<file path="config.mk">
export PLATFORM = sky130hd
export DESIGN_NAME = pcie_perst_seq
export DESIGN_NICKNAME = d
export VERILOG_FILES = /design/src/rtl/pcie_seq_pkg.sv /design/src/rtl/ons_sync_2ff.sv /design/src/rtl/pcie_perst_seq.sv
export SDC_FILE = /design/constraint.sdc
export NUM_CORES = 1
export LEC_CHECK = 0
export CORE_ASPECT_RATIO = 0.7
export CORE_UTILIZATION = 40
export DETAILED_ROUTE_END_ITERATION = 10
export MAX_ROUTING_LAYER = met4
export PLACE_DENSITY_LB_ADDON = 0.08
export SLEW_MARGIN = 30
export SYNTH_ARGS = -nofsm -noshare
export SYNTH_HDL_FRONTEND = slang
export SYNTH_HIERARCHICAL = 1
export SYNTH_SLANG_ARGS = --single-unit
</file>
<file path="constraint.sdc">
create_clock -name bd_fclk0_125m -period 2.5 [get_ports bd_fclk0_125m]
set_input_delay 0.5 -clock bd_fclk0_125m [delete_from_list [all_inputs] [get_ports bd_fclk0_125m]]
set_output_delay 0.5 -clock bd_fclk0_125m [all_outputs]
set_load 0.01 [all_outputs]
</file>
<file path="src/rtl/pcie_seq_pkg.sv">
// Shared types and constants for the PCIe slot PERST#/W_DISABLE# sequencer.
// Holds the state encoding, counter width and default cycle budgets at 125 MHz.
// No logic; imported by pcie_perst_seq.
package pcie_seq_pkg;

    localparam int CNT_W                = 24;
    localparam int DEF_PWR_WAIT_CYC     = 12_500_000;
    localparam int DEF_PERST_WAIT_CYC   = 12_500_000;
    localparam int DEF_LOCK_TIMEOUT_CYC = 15_000_000;

    typedef enum logic [2:0] {
        ST_RESET      = 3'd0,
        ST_WAIT_LOCK  = 3'd1,
        ST_PERST_HOLD = 3'd2,
        ST_RUN        = 3'd3,
        ST_FAULT      = 3'd4
    } seq_state_t;

endpackage

</file>
<file path="src/rtl/ons_sync_2ff.sv">
// Two-flop synchronizer for a single asynchronous level input.
// Latency: 2 clock cycles. Backpressure: none, free-running.
// RST_VAL selects the level the flops take during reset.
module ons_sync_2ff #(
    parameter logic RST_VAL = 1'b0
) (
    input  logic clk,
    input  logic rst_n,
    input  logic d,
    output logic q
);

    logic meta;

    always_ff @(posedge clk or negedge rst_n) begin
        if (!rst_n) begin
            meta <= RST_VAL;
            q    <= RST_VAL;
        end else begin
            meta <= d;
            q    <= meta;
        end
    end

endmodule

</file>
<file path="src/rtl/pcie_perst_seq.sv">
// PCIe slot power-up sequencer: timed PERST#/W_DISABLE# release gated on MMCM lock.
// Latency: async inputs 2 cycles, outputs registered on the transition edge. No backpressure.
// `define PCIE_SEQ_CLKREQ_EN to also require CLKREQ# low to acquire and hold lock.
module pcie_perst_seq
    import pcie_seq_pkg::*;
#(
    parameter int PWR_WAIT_CYC     = DEF_PWR_WAIT_CYC,
    parameter int PERST_WAIT_CYC   = DEF_PERST_WAIT_CYC,
    parameter int LOCK_TIMEOUT_CYC = DEF_LOCK_TIMEOUT_CYC
) (
    input  logic       bd_fclk0_125m,
    input  logic       bd_sys_rstn,
    input  logic       pcie_dbg_mmcm_lock,
    input  logic       pcie_clkreq_b,
    input  logic       pcie_wake_b,
    input  logic       sw_rst_req,
    output logic       pcie_perst_b,
    output logic       pcie_w_disable_b,
    output logic [2:0] seq_state,
    output logic       seq_fault,
    output logic       wake_evt
);

    localparam logic [CNT_W-1:0] PWR_LAST   = CNT_W'(PWR_WAIT_CYC - 1);
    localparam logic [CNT_W-1:0] PERST_LAST = CNT_W'(PERST_WAIT_CYC - 1);
    localparam logic [CNT_W-1:0] LOCK_LAST  = CNT_W'(LOCK_TIMEOUT_CYC - 1);

    seq_state_t       state;
    seq_state_t       nxt;
    logic [CNT_W-1:0] cnt;
    logic             lock_s;
    logic             wake_s;
    logic             wake_d;
    logic             acq_ok;
    logic             hold_ok;

    ons_sync_2ff #(.RST_VAL(1'b0)) u_sync_lock (
        .clk   (bd_fclk0_125m),
        .rst_n (bd_sys_rstn),
        .d     (pcie_dbg_mmcm_lock),
        .q     (lock_s)
    );

    ons_sync_2ff #(.RST_VAL(1'b1)) u_sync_wake (
        .clk   (bd_fclk0_125m),
        .rst_n (bd_sys_rstn),
        .d     (pcie_wake_b),
        .q     (wake_s)
    );

`ifdef PCIE_SEQ_CLKREQ_EN
    logic clkreq_s;

    ons_sync_2ff #(.RST_VAL(1'b1)) u_sync_clkreq (
        .clk   (bd_fclk0_125m),
        .rst_n (bd_sys_rstn),
        .d     (pcie_clkreq_b),
        .q     (clkreq_s)
    );

    assign acq_ok  = lock_s & ~clkreq_s;
    assign hold_ok = lock_s & ~clkreq_s;
`else
    logic clkreq_unused;

    assign clkreq_unused = pcie_clkreq_b;
    assign acq_ok        = lock_s;
    assign hold_ok       = lock_s;
`endif

    always_comb begin
        nxt = state;
        if (sw_rst_req) begin
            nxt = ST_RESET;
        end else begin
            case (state)
                ST_RESET:      if (cnt == PWR_LAST) nxt = ST_WAIT_LOCK;
                ST_WAIT_LOCK:  begin
                    // Lock arriving on the timeout cycle still wins.
                    if (acq_ok)                 nxt = ST_PERST_HOLD;
                    else if (cnt == LOCK_LAST)  nxt = ST_FAULT;
                end
                ST_PERST_HOLD: begin
                    if (!hold_ok)               nxt = ST_WAIT_LOCK;
                    else if (cnt == PERST_LAST) nxt = ST_RUN;
                end
                ST_RUN:        if (!lock_s) nxt = ST_WAIT_LOCK;
                ST_FAULT:      nxt = ST_FAULT;
                default:       nxt = ST_RESET;
            endcase
        end
    end

    always_ff @(posedge bd_fclk0_125m or negedge bd_sys_rstn) begin
        if (!bd_sys_rstn) begin
            state <= ST_RESET;
            cnt   <= '0;
        end else begin
            state <= nxt;
            // Saturate rather than wrap while parked in RUN or FAULT.
            if (sw_rst_req || (nxt != state)) cnt <= '0;
            else if (cnt != {CNT_W{1'b1}})    cnt <= cnt + 1'b1;
        end
    end

    // Outputs decode the next state so pins move on the transition edge itself.
    always_ff @(posedge bd_fclk0_125m or negedge bd_sys_rstn) begin
        if (!bd_sys_rstn) begin
            pcie_perst_b     <= 1'b0;
            pcie_w_disable_b <= 1'b0;
            seq_fault        <= 1'b0;
            wake_evt         <= 1'b0;
            wake_d           <= 1'b1;
        end else begin
            pcie_perst_b     <= (nxt == ST_RUN);
            pcie_w_disable_b <= (nxt != ST_RESET);
            if (nxt == ST_FAULT)
                seq_fault <= 1'b1;
            else if ((nxt == ST_RESET) && (state != ST_RESET))
                seq_fault <= 1'b0;
            wake_d   <= wake_s;
            wake_evt <= (state == ST_RUN) && wake_d && !wake_s;
        end
    end

    assign seq_state = state;

endmodule

</file>
==> run summary, run 1 <==
Rel. slew slack - 0.4690
First-pass GRT wire length - 7.189 mm
Fin. max-slew vios - 0
Antenna violations before repair - 0
Post-Syn Area per Cell - 9.754 µm²
First DRT Iteration DRCs - 203
Post-synthesis sequential area ratio - 0.4856
Clock Sinks - 36
F_max - 407.5 MHz
Delay of the slowest critical-path stage - 540 ps
Final Setup Violations - 0
Synth Warn # - 6
DRT antenna net count - 0
Critical path class - flip-flop to flip-flop
Worst-Margin Slew - 796.5 ps
Synth Register Bits - 36
DR DRC count - 0
Share of layout cells above drive strength 1 - 0.1389
WHS - 288.8 ps
Total grt overflow - 0
Syn Inst Count - 191
WL/cell - 15.54 µm
Final Util - 0.5205
Switching power - 0.2468 mW
CTS tree - built
Largest net degree at the start of global routing - 37
Logic pwr share - 0.051
Final nets - 222
Fill cells - 403
Max_cap viols - 0
PortBufs - 11
Later-pin clock latency in the skew report - 290 ps
Root Buffer Master - clkbuf_8
Fin crit share - 0.9816
Dpl cells - 260
Power Density - 534.4 mW/mm²
Placer Congestion - 0.8900
Grt met2 use - 0.2636
Vias in the first global route - 1448
Crit path launch type - flip-flop
RSZ-0062 raised after global routing - true
Clock slew at reported path FFs - 80 ps
Die width - 83.57 µm
Num CTS Buffers - 5
Via count - 1526
Crit path required time - 2680 ps
Switching power share of the total - 0.2014
Dpl hpwl - 3.005 mm
I/O pin cnt - 13
Non-Filler Instances - 271
Fin Setup TNS - 0 ps
Tot Pwr - 1.225 mW
Core area - 0.004404 mm²
DRT Pass-1 Iters - 4
Synthesized area - 0.001863 mm²
Antenna cells - 0
Design area - 0.002292 mm²
Final WL - 4.212 mm
Syn Nets - 198
GR Util met3 - 0.04735
Crit-path most repeated cell - or4_4
H-tree levels - 2
Setup Skew - 8.746 ps
Endpoints failing hold - 0
Seq pwr share - 0.492
Leak pwr - 0.8936 nW
Via density - 5.631
Crit path max fanout - 6
Tmin final - 2454 ps
GR Util met1 - 0.2922
Place WS - -30.89 ps
GRT Util Overall - 0.1972
Cell Rows - 20
Critical-path cell list - or4_4 -> or4_4 -> or4_4 -> o211ai_4 -> bufbuf_16 -> nor2_1
Arrival @ worst endpoint - 2630 ps
Outcome - complete, no violations
DIE AREA - 0.004939 mm²
Unique masters post-synth - 35
Starting Density - 0.4230
Worst hold path class - input pin to asynchronous set/reset pin
Slowest CP cell - or4_4
Clock share of power - 0.456
Die Y - 59.10 µm
Internal power - 0.9783 mW
VDD IR max - 0.0003362 V
Area growth from synthesis to layout - 23.04%
Placed Instance Area - 0.002091 mm²
Max Root-Sink Buffers - 2
Slack of the critical path - 45.92 ps
Hold-fix buffers, CTS - 0
Grt peak-use layer - met1
Critical Path Sink Type - flip-flop
==> what timing repair did <==
action / 4_1_cts / 5_1_grt
resized for setup: 5 / 1
pin swaps: 2 / 1
setup endpoints to repair: 23 / 23
hold endpoints to repair: 0 / 0
cloned: 1 / 0
buffers inserted: 2 / 0
==> final cells by class <==
type	instances	area [µm²]	share of cell area
flip-flops and latches	36	904.6	0.3947
inverters	2	7.507	0.003275
repair buffers	23	252.7	0.1103
multi-input cells	147	932.1	0.4067
clock buffers	7	96.34	0.04203
clock inverters	1	30.03	0.01310
well taps	55	68.82	0.03002
==> layout by cell type, fill, tap and decap left out, drive strengths merged, types with 7 or more instances in the layout <==
| master | count |
|---|---|
| clkdlybuf4s50 | 10 |
| a21oi | 9 |
| xnor2 | 22 |
| nor2 | 27 |
| a211oi | 9 |
| dfrtp | 33 |
| nand2 | 13 |
| clkbuf | 7 |
| nand3 | 12 |
| buf | 12 |
==> state kept, by name, indices dropped and copies added (netlist names) <==
| name | flops |
|---|---|
| u_sync_wake/meta | 1 |
| u_sync_lock/q | 1 |
| wake_evt | 1 |
| seq_state | 3 |
| wake_d | 1 |
| seq_fault | 1 |
| cnt | 24 |
| pcie_perst_b | 1 |
| u_sync_lock/meta | 1 |
| u_sync_wake/q | 1 |
| pcie_w_disable_b | 1 |
==> worst paths after layout <==
path,from,to,slack [ps],cells past startpoint
max reg2reg,cnt[14],cnt[0],50,6
min,bd_sys_rstn,cnt[8],290,1
max in group asynchronous,bd_sys_rstn,cnt[20],1700,1
max,cnt[14],cnt[0],50,6
min reg2reg,u_sync_wake/meta,u_sync_wake/q,360,0
min in group bd_fclk0_125m,u_sync_wake/meta,u_sync_wake/q,360,0
==> worst max-delay path, delay by kind of cell, from the launching register on <==
| kind | cells | cell delay [ps] |
|---|---|---|
| compound gates | 1 | 130 |
| flops | 1 | 390 |
| simple gates | 4 | 1530 |
| buf+inv | 1 | 300 |
==> per-layer routing <==
| metal | vias to the layer above | part of all wire |
|---|---|---|
| li1 | 739 | - |
| met1 | 740 | 0.52 |
| met2 | 42 | 0.42 |
| met3 | 5 | 0.048 |
| met4 | 0 | 0.011 |
| met5 | - | 0 |
==> synthesized netlist by cell type (all sizes together) <==
master,count,area (µm²)
a2111oi,2,17.52
a211oi,9,67.56
a21boi,2,15.01
a21oi,9,45.04
a31oi,2,12.51
a41oi,1,8.760
and3,5,31.28
and4,2,17.52
buf,3,33.78
clkbuf,3,11.26
dfrtp,33,825.8
dfstp,3,78.83
ha,1,12.51
inv,2,7.510
nand2,13,48.80
nand2b,2,12.51
nand3,12,60.06
nand3b,3,22.52
nand4,6,37.54
nand4b,1,8.760
nor2,27,101.4
nor2b,3,18.77
nor3,6,30.03
nor3b,1,7.510
nor4,3,18.77
nor4b,3,26.28
nor4bb,1,10.01
o2111a,1,11.26
o211ai,1,12.51
o21ai,2,10.01
o21bai,1,7.510
or2,1,6.260
or3,2,12.51
or4,3,22.52
xnor2,22,192.7
==> power groups by stage <==
stage / sequential (mW) / clock [mW] / combinational, mW
after CTS: 0.603 / 0.573 / 0.0637
after global routing: 0.604 / 0.604 / 0.0714
final: 0.603 / 0.559 / 0.0628
after detailed placement: 0.614 / 0 / 0.0526
after floorplan: 0.613 / 0 / 0.0209
after global placement: 0.613 / 0 / 0.0511
==> kinds of logic after synthesis <==
logic type      synth area share
simple gates              0.2646
compound gates            0.1115
buf+inv                  0.02821
xor+xnor                  0.1034
fa+ha+maj               0.006715
flops                     0.4856
No activity file was read; power rests on OpenSTA's default activity.
==> inputs of run 2 (changes only) <==
ABC_AREA = 1   (was not set)
==> run 2 against run 1 <==
Effect of this change: synthesized area rose by 12%; flip-flop and latch count did not move; design area rose by 2.7%; sequential share of layout area fell by 1.0 points; hold slack improved by 4.8 ps; clock skew fell by 2.1 ps; clock power fell by 23%; sequential power fell by 1%; first-iteration DRC count fell by 14%; non-clock buffer count fell by 11; count of clock-buffer cells in the layout rose by 1; critical path depth rose by 5; largest power group unchanged.
==> run summary, run 2 <==
Dpl hpwl - 3.418 mm
Antenna cells - 0
Syn Inst Count - 280
GR Util met3 - 0.06473
Die width - 88.34 µm
Post-synthesis sequential area ratio - 0.4335
DRT antenna net count - 0
H-tree levels - 2
Num CTS Buffers - 5
Arrival @ worst endpoint - 2230 ps
CTS tree - built
VDD IR max - 0.0002515 V
Unique masters post-synth - 26
Post-CTS Resized - 0
Largest net degree at the start of global routing - 37
Rel. slew slack - 0.4651
Power Density - 456.3 mW/mm²
Placed Instance Area - 0.002263 mm²
Setup Skew - 6.618 ps
Antenna violations before repair - 0
Outcome - complete, no violations
PortBufs - 11
Design area - 0.002354 mm²
Number of flip-flops in the largest register - 24
Fin crit share - 0.8042
Final Setup Violations - 0
Top cells by count, synth - 60 x nand2_1, 45 x inv_1, 39 x nor2_1, 33 x dfrtp_1, 27 x nand3_1
Fin Setup TNS - 0 ps
Register area - 904.6 µm²
Post-Syn Area per Cell - 7.454 µm²
Crit path required time - 2720 ps
Max_cap viols - 0
Die Y - 62.44 µm
Commonest non-fill, non-tap cells in the layout - 60 x nand2_1, 45 x inv_1, 39 x nor2_1
First DRT Iteration DRCs - 174
Final nets - 302
Cell taking the most area after synthesis - dfrtp_1
Top reg by flops - cnt
Area growth from synthesis to layout - 12.77%
Setup bufs post-CTS - 0
Via density - 4.756
GR Util met1 - 0.3333
F_max - 497.4 MHz
Clock Sinks - 36
Core area - 0.004887 mm²
DRT Pass-1 Iters - 4
Leak pwr - 1.076 nW
Crit path launch type - flip-flop
Vias in the first global route - 1522
Most common cell after layout, fill and taps aside - nand2_1
Share of layout cells above drive strength 1 - 0.1250
I/O pin cnt - 13
Placer Congestion - 0.8191
Grt met2 use - 0.2144
GRT Util Overall - 0.1978
Area fraction of the dominant cell type after synthesis - 0.3957
Hold-fix buffers, CTS - 0
Largest cells by area after synthesis - dfrtp_1 40%, nand2_1 11%, inv_1 8.1%
Via count - 1736
WL/cell - 12.47 µm
Worst-Margin Slew - 802.3 ps
DR DRC count - 0
Post-synth ARST share - 1.000
Critical path class - flip-flop to flip-flop
Fill cells - 515
Synth Register Bits - 36
Crit path max fanout - 5
Total grt overflow - 0
EDFF count, synth - 0
Most frequent cell after synthesis - nand2_1
Top_reg_cell synth - dfrtp_1
Cell Rows - 21
Starting Density - 0.4270
Fin. max-slew vios - 0
Tmin final - 2011 ps
Later-pin clock latency in the skew report - 290 ps
Root Buffer Master - clkbuf_8
Clock slew at reported path FFs - 70 ps
First-pass GRT wire length - 7.962 mm
Endpoints failing hold - 0
Tot Pwr - 1.074 mW
Critical Path Sink Type - flip-flop
Worst hold path class - input pin to asynchronous set/reset pin
RSZ-0062 raised after global routing - false
Synth Warn # - 6
Grt peak-use layer - met1
Max Root-Sink Buffers - 2
Area of the multi-input gates - 978.4 µm²
Final WL - 4.552 mm
Syn Nets - 287
Synthesized area - 0.002087 mm²
DIE AREA - 0.005515 mm²
## run 2: changes by cell type after synthesis, moves of 4 or more
cell | before | now
a211oi_1 | 9 | 0
a21oi_1 | 9 | 0
and3_1 | 5 | 0
inv_1 | 2 | 45
nand2_1 | 13 | 60
nand3_1 | 12 | 27
nand3_2 | 0 | 4
nand4_1 | 6 | 10
nor2_1 | 27 | 39
nor2_2 | 0 | 17
o21ai_0 | 2 | 10
xnor2_1 | 22 | 2
xor2_1 | 0 | 6
## run 2: critical path: stages (launching register included)
cell      delay (ps)
dfrtp_1          390
ha_1             240
nand3_2          120
inv_1            110
nand2_1           70
nor2_2           160
nand4_1          260
nand3b_1         270
nor2_1            90
nand3_1           70
nand2_1           70
nor2_2            70
## run 2: final timing paths
kind	end	slack [ps]	cells past startpoint	from
worst max-delay path	cnt[21]	490	11	cnt[0]
worst min-delay path	cnt[11]	290	1	bd_sys_rstn
worst max register to register	cnt[21]	490	11	cnt[0]
worst min register to register	u_sync_lock/q	350	0	u_sync_lock/meta
max in group asynchronous	wake_evt	1690	1	bd_sys_rstn
min in group bd_fclk0_125m	u_sync_lock/q	350	0	u_sync_lock/meta
## run 2: per-layer routing
| metal | wire length [µm] | up-vias | part of all wire |
|---|---|---|---|
| met5 | 0 | - | 0 |
| met4 | 48 | 0 | 0.011 |
| met3 | 294 | 7 | 0.065 |
| met2 | 1616 | 37 | 0.36 |
| met1 | 2593 | 781 | 0.57 |
| li1 | - | 911 | - |
## run 2: metrics by stage
| step | setup slack (ps) | hold WS [ps] | utilization | std cells |
|---|---|---|---|---|
| 6_report | 489.4 | 293.6 | 0.4816 | 365 |
| 5_1_grt | 297.9 | 358.7 | 0.4816 | 365 |
| 4_1_cts | 522.7 | 325.3 | 0.4816 | 365 |
| 3_5_place_dp | 380.8 | 335.5 | 0.4631 | 357 |
| 3_3_place_gp | 405.3 | 345.8 | 0.4631 | 357 |
| 2_1_floorplan | 811.3 | 204.4 | - | 280 |
## run 2: layout make-up
type                            count  area share
Tap cell                           69     0.03668
Inverter                           45     0.07177
Sequential cell                    36      0.3844
Multi-Input combinational cell    195      0.4157
Timing Repair Buffer               12     0.05316
Clock buffer                        8     0.03828
## run 2: kinds of logic after synthesis
| group | after synthesis | synth area share |
|---|---|---|
| mux | 1 | 0.005395 |
| fa+ha+maj | 1 | 0.005994 |
| simple gates | 173 | 0.3915 |
| compound gates | 12 | 0.03238 |
| flops | 36 | 0.4335 |
| xor+xnor | 8 | 0.03357 |
| buf+inv | 49 | 0.09772 |
## run 2: power by group
part           leakage (nW)  switching [mW]  internal (mW)
clock                0.0455           0.207          0.225
sequential            0.486         0.00534          0.592
combinational         0.545          0.0287         0.0160
==> patch 1, RTL diff (flow settings as in run 1) <==
`CNT_W`: 24 -> 48.
--- a/src/rtl/pcie_seq_pkg.sv
+++ b/src/rtl/pcie_seq_pkg.sv
@@ -3,7 +3,7 @@
 // No logic; imported by pcie_perst_seq.
 package pcie_seq_pkg;
 
-    localparam int CNT_W                = 24;
+    localparam int CNT_W                = 48;
     localparam int DEF_PWR_WAIT_CYC     = 12_500_000;
     localparam int DEF_PERST_WAIT_CYC   = 12_500_000;
     localparam int DEF_LOCK_TIMEOUT_CYC = 15_000_000;
Function: no difference found for any inputs over 10 cycles, from zero or initial values and one cycle with bd_sys_rstn low; that may be too few to reach the edited logic, so the function may still have changed.
==> patch 1 against run 1 <==
  * Setup slack better by 120 ps
  * Final cell count up 71%
  * Combinational power down 2%
  * Cell area up 70%
  * Power up 93%
  * Global-route usage up 1.2 points
  * Critical path depth up 1
  * Count of clock-buffer cells in the layout up 4
  * Area after synthesis up 76%
  * Clock skew down 0.69 ps
  * Wire length up 82%
  * Sequential cell count up 24
==> patch 1: results (changes against run 1) <==
Clocking
  – Worst skew pair latency: 320 ps (+30 ps)
  – Clock Tree Buf Depth: 2 (unchanged)
  – Total CTS buffers: 9 (+4)
  – Worst-path clk slew: 50 ps (-30 ps)
  – Setup Fix Bufs, Post-CTS: 0 (-2)
  – Root buf cell: clkbuf_16
  – H-tree depth: 3 (+1)
  – CTS resizes: 0 (-5)

Worst setup path
  – Worst reg2reg endpoint: cnt[14]
  – Register-to-Register Path Depth: 7 (+1)
  – R2r setup slk: 170 ps (+120 ps)
  – Maximum fanout along the worst path: 48 (+42)
  – R2R Path Start: cnt[33]
  – Crit path largest cell delay: 430 ps (-110 ps)
  – CP arrival: 2530 ps (-100 ps)
  – CP delay by family, top: simple AND/OR/NAND/NOR gates
  – Slowest-stage cell, CP: dfrtp_1

Cells and area
  – Share of post-route cells with drive strength above 1: 13.8% (-0.11 points)
  – Top reg by flops: cnt
  – Fillers: 743 (+84%)
  – # diodes: 0 (unchanged)
  – Final #Nets: 365 (+64%)
  – Max reg flops: 48 (+100%)

Synthesis
  – Post-synth top cells: dfrtp_1 (57), nor2_1 (56), xor2_1 (24)
  – Post-synthesis sequential area ratio: 45.8% (-2.7 points)
  – Cell variety after synth: 49 (+40%)
  – Ranking of synthesized cells by area: dfrtp_1 (43%), nor2_1 (6.4%), xor2_1 (6.4%)
  – FFs w/ async S/R, synth: 100% (unchanged)
  – Syn nets: 342 (+73%)

Pwr
  – Int Power: 1.90 mW (+94%)
  – Max VDD drop: 0.000423 V (+26%)
  – P_leak: 1.54 nW (+72%)

Placement
  – Input/output buffers: 11 (unchanged)
  – DPL Wire Length: 5.39 mm (+79%)
  – GP Congestion: 0.811 (-8.9%)

STA
  – Setup Skew: 8.06 ps (-0.686 ps)
  – Final hold violation count: 0 (unchanged)
  – Worst slew pin tran: 623 ps (-173 ps)
  – Fin Hold WS: 194 ps (-95.0 ps)

Drt
  – Via Count: 2562 (+68%)
  – DR iter-0 viols: 186 (-8.4%)
  – Detailed Route WL: 7.67 mm (+82%)
  – TritonRoute pass-1 iters: 4 (unchanged)

Global route
  – Vias in the first global route: 2408 (+66%)
  – First-pass GRT wire length: 13.1 mm (+83%)
  – Initial antenna violation count: 0 (unchanged)
  – Pin count of the biggest net entering global routing: 49 (+32%)
  – All-Layer GR Usage: 20.9% (+1.2 points)

Worst hold path
  – Worst min-delay path class: input pin to asynchronous set/reset pin

Outcome
  – Status: finished, final reports clean
==> patch 1: metrics by stage <==
step	worst slack [ps]	std cells	power (mW)	util, %	instance area [sq um]
floorplan	525	335	1.03	-	3280
global placement	198	448	1.07	45.3	3580
detailed placement	164	448	1.07	45.3	3580
CTS	143	464	2.40	49.3	3890
global route	27.7	464	2.45	49.3	3890
finish	170	464	2.36	49.3	3890
==> patch 1: cells by family after synthesis <==
family / share of synthesized area [%]
adders and majority gates: 0.381
DFF: 45.8
xor gates and xnor gates: 10.9
muxes: 0.305
and+or+nand+nor: 27.7
AOI/OAI and AO/OA: 12.0
buffers and inverters: 2.86
==> patch 1: worst register-to-register path: stages (launching register included) <==
cell	delay, ps
dfrtp_1	430
nor4_1	420
nand4_1	170
nor2_1	270
a31oi_1	230
o311ai_4	300
buf_12	270
nor2_1	110
==> patch 1: power groups by stage <==
| stage | Clock (mW) | Combinational (mW) | Sequential, mW |
|---|---|---|---|
| after CTS | 1.35 | 0.0641 | 0.991 |
| after detailed placement | 0 | 0.0642 | 1.01 |
| after global routing | 1.39 | 0.0708 | 0.992 |
| after floorplan | 0 | 0.0245 | 1.01 |
| final | 1.31 | 0.0613 | 0.991 |
| after global placement | 0 | 0.0633 | 1.01 |
==> patch 1: cell type report <==
type | instances | share of cell area [%]
multi-input combinational | 259 | 43.5
timing repair buffer | 26 | 6.23
sequential | 60 | 38.6
inverter | 2 | 0.193
tap | 101 | 3.24
clock inverter | 5 | 1.93
clock buffer | 11 | 6.23
==> patch 1: routing by layer <==
metal	GRT usage, %	routed length [um]
met3	5.55	397
met1	33.2	4260
met4	5.92	34
met2	25.0	2980
met5	-	0
==> patch 1: worst max-delay path by stage <==
stage	to	depth (start not counted)
after floorplan	cnt[37]	7
final	cnt[14]	7
after global routing	cnt[14]	7
after CTS	cnt[26]	7
after global placement	cnt[26]	7
after detailed placement	cnt[30]	7
==> patch 2, RTL diff (config.mk and constraints of run 1) <==
Without the edit above. The output `pcie_w_disable_b` loses its register stage (`pcie_w_disable_b` becomes a continuous assignment).
--- a/src/rtl/pcie_perst_seq.sv
+++ b/src/rtl/pcie_perst_seq.sv
@@ -107,13 +107,11 @@
     always_ff @(posedge bd_fclk0_125m or negedge bd_sys_rstn) begin
         if (!bd_sys_rstn) begin
             pcie_perst_b     <= 1'b0;
-            pcie_w_disable_b <= 1'b0;
             seq_fault        <= 1'b0;
             wake_evt         <= 1'b0;
             wake_d           <= 1'b1;
         end else begin
             pcie_perst_b     <= (nxt == ST_RUN);
-            pcie_w_disable_b <= (nxt != ST_RESET);
             if (nxt == ST_FAULT)
                 seq_fault <= 1'b1;
             else if ((nxt == ST_RESET) && (state != ST_RESET))
@@ -123,6 +121,8 @@
         end
     end
 
+    assign pcie_w_disable_b = (nxt != ST_RESET);
+
     assign seq_state = state;
 
 endmodule
Behaviour: no difference found for any inputs over 10 cycles, from zero or initial values and one cycle with bd_sys_rstn low; that may be too few to reach the edited logic, so the function may still have changed.
==> patch 2 against run 1 <==
  * The flow now finishes with violations (negative setup slack)
  * Via count up 2.9%
  * Maximum frequency down 7.1%
  * Power down 14%
  * Non-clock buffer count increased by 16
  * Clock power shrank 26%
  * Sequential share of layout area down 1.3 points
  * Sequential cell count is 1 lower
  * Combinational power is 2% lower
  * Wire length increased by 3.6%
  * Cell area increased by 0.60%
  * Area after synthesis is 1.3% lower
  * Setup slack lost 190 ps
  * Clock skew is 2.4 ps lower
  * Critical endpoint is now pcie_w_disable_b
  * Largest power group unchanged
==> patch 2: results (changes against run 1) <==
Pwr
  – P_leak: 0.927 nW (+3.7%)
  – Sw frac: 24.3% (+4.1 points)
  – Max VDD drop: 0.000286 V (-15%)

STA
  – Setup Skew: 6.35 ps (-2.40 ps)
  – Slew HR: 59.6% (+13 points)
  – Setup ws final: -141 ps (-187 ps)
  – Setup violations, final: 1 (+1)

Worst setup path
  – Critical Path Start: cnt[5]
  – Maximum fanout along the worst path: 2 (-4)
  – CP delay by family, top: simple AND/OR/NAND/NOR gates
  – Crit path largest cell delay: 510 ps (-30 ps)
  – CP arrival: 2140 ps (-490 ps)
  – Slowest-stage cell, CP: or4_1

Drt
  – DR WL/cell: 15.3 um (-1.8%)
  – DR iter-0 viols: 108 (-47%)
  – DR vias/cell: 5.49 (-2.5%)

Synthesis
  – Top_reg_cell synth: dfrtp_1
  – Post-synthesis sequential area ratio: 47.9% (-0.70 points)
  – FFs w/ async S/R, synth: 100% (unchanged)
  – Ranking of synthesized cells by area: dfrtp_1 (44%), xnor2_1 (10%), nor2_1 (5.5%)
  – Yosys warnings: 6 (unchanged)
  – Syn nets: 197 (-0.51%)
  – Syn Inst Count: 190 (-0.52%)
  – Cell variety after synth: 35 (unchanged)
  – Post-synth top cells: dfrtp_1 (32), nor2_1 (27), xnor2_1 (22)

Global route
  – Vias in the first global route: 1503 (+3.8%)
  – Congestion Overflow GR: 0 (unchanged)
  – All-Layer GR Usage: 21.1% (+1.4 points)
  – Pin count of the biggest net entering global routing: 36 (-2.7%)
  – First-pass GRT wire length: 7.62 mm (+6.0%)

Outcome
  – Violated checks: negative setup slack
  – Status: finished, violations left

Placement
  – Worst slack at placement: -400 ps (-369 ps)
  – Input/output buffers: 11 (unchanged)
  – GP Congestion: 0.831 (-6.7%)
  – Dpl cells: 277 (+6.5%)
  – DPL Wire Length: 3.17 mm (+5.5%)

Clocking
  – H-tree depth: 2 (unchanged)
  – Clock Tree Buf Depth: 2 (unchanged)
  – CTS resizes: 7 (+2)
  – Worst skew pair latency: 290 ps (about the same)
  – Setup Fix Bufs, Post-CTS: 1 (-1)

Worst hold path
  – Hold Path Origin: u_sync_lock/meta
  – Worst min-delay path class: register to register

Cells and area
  – Final #Nets: 237 (+6.8%)
  – Top reg by flops: cnt
  – Max reg flops: 24 (unchanged)
  – Fin cells: 286 (+5.5%)
  – Share of post-route cells with drive strength above 1: 20.3% (+6.5 points)
[patch 2: cell count changes after synthesis, sizes merged]
cell | before | now
dfrtp | 33 | 32
[patch 2: through the flow]
step                setup TNS, ps  area (sq um)  power (mW)
CTS                          -187          2310        1.07
detailed placement           -400          2200       0.657
finish                       -141          2310        1.06
global placement             -391          2200       0.654
floorplan                       0          1850       0.618
global route                 -238          2310        1.11
[patch 2: power groups by stage]
stage               clock network (mW)  registers, mW  logic (mW)
floorplan                            0          0.597      0.0209
global route                     0.451          0.586      0.0689
CTS                              0.425          0.584      0.0625
detailed placement                   0          0.595      0.0621
global placement                     0          0.594      0.0600
finish                           0.411          0.584      0.0613
[patch 2: kinds of logic after synthesis]
group | share of synthesized area [%]
adder cells (fa/ha/maj) | 0.681
buffers and inverters | 2.86
AND/OR/NAND/NOR | 26.8
AO/OA/AOI/OAI | 11.3
XOR/XNOR | 10.5
flip-flops | 47.9
[patch 2: final cells by class]
cell class / count / area [sq um]
fillers: 396 / 2070
well taps: 55 / 68.8
repair buffers: 39 / 328
clock buffers: 5 / 68.8
clock inverters: 3 / 20.0
inverters: 2 / 7.51
multi-input cells: 147 / 933
flip-flops and latches: 35 / 880
[patch 2: path summary, 6_finish.rpt]
path	endpoint	slack (ps)	cells past startpoint
max	pcie_w_disable_b	-140	6
min	u_sync_lock/q	350	0
max reg2reg	cnt[18]	120	6
min reg2reg	u_sync_lock/q	350	0
max in group asynchronous	u_sync_wake/meta	1530	2
min in group asynchronous	seq_state[1]	610	2
[patch 2: layer usage]
layer  wire (um)  GRT usage (%)
met1        2210           30.0
met2        1840           29.6
met3         303           5.61
met4          15           5.67
met5           0              -
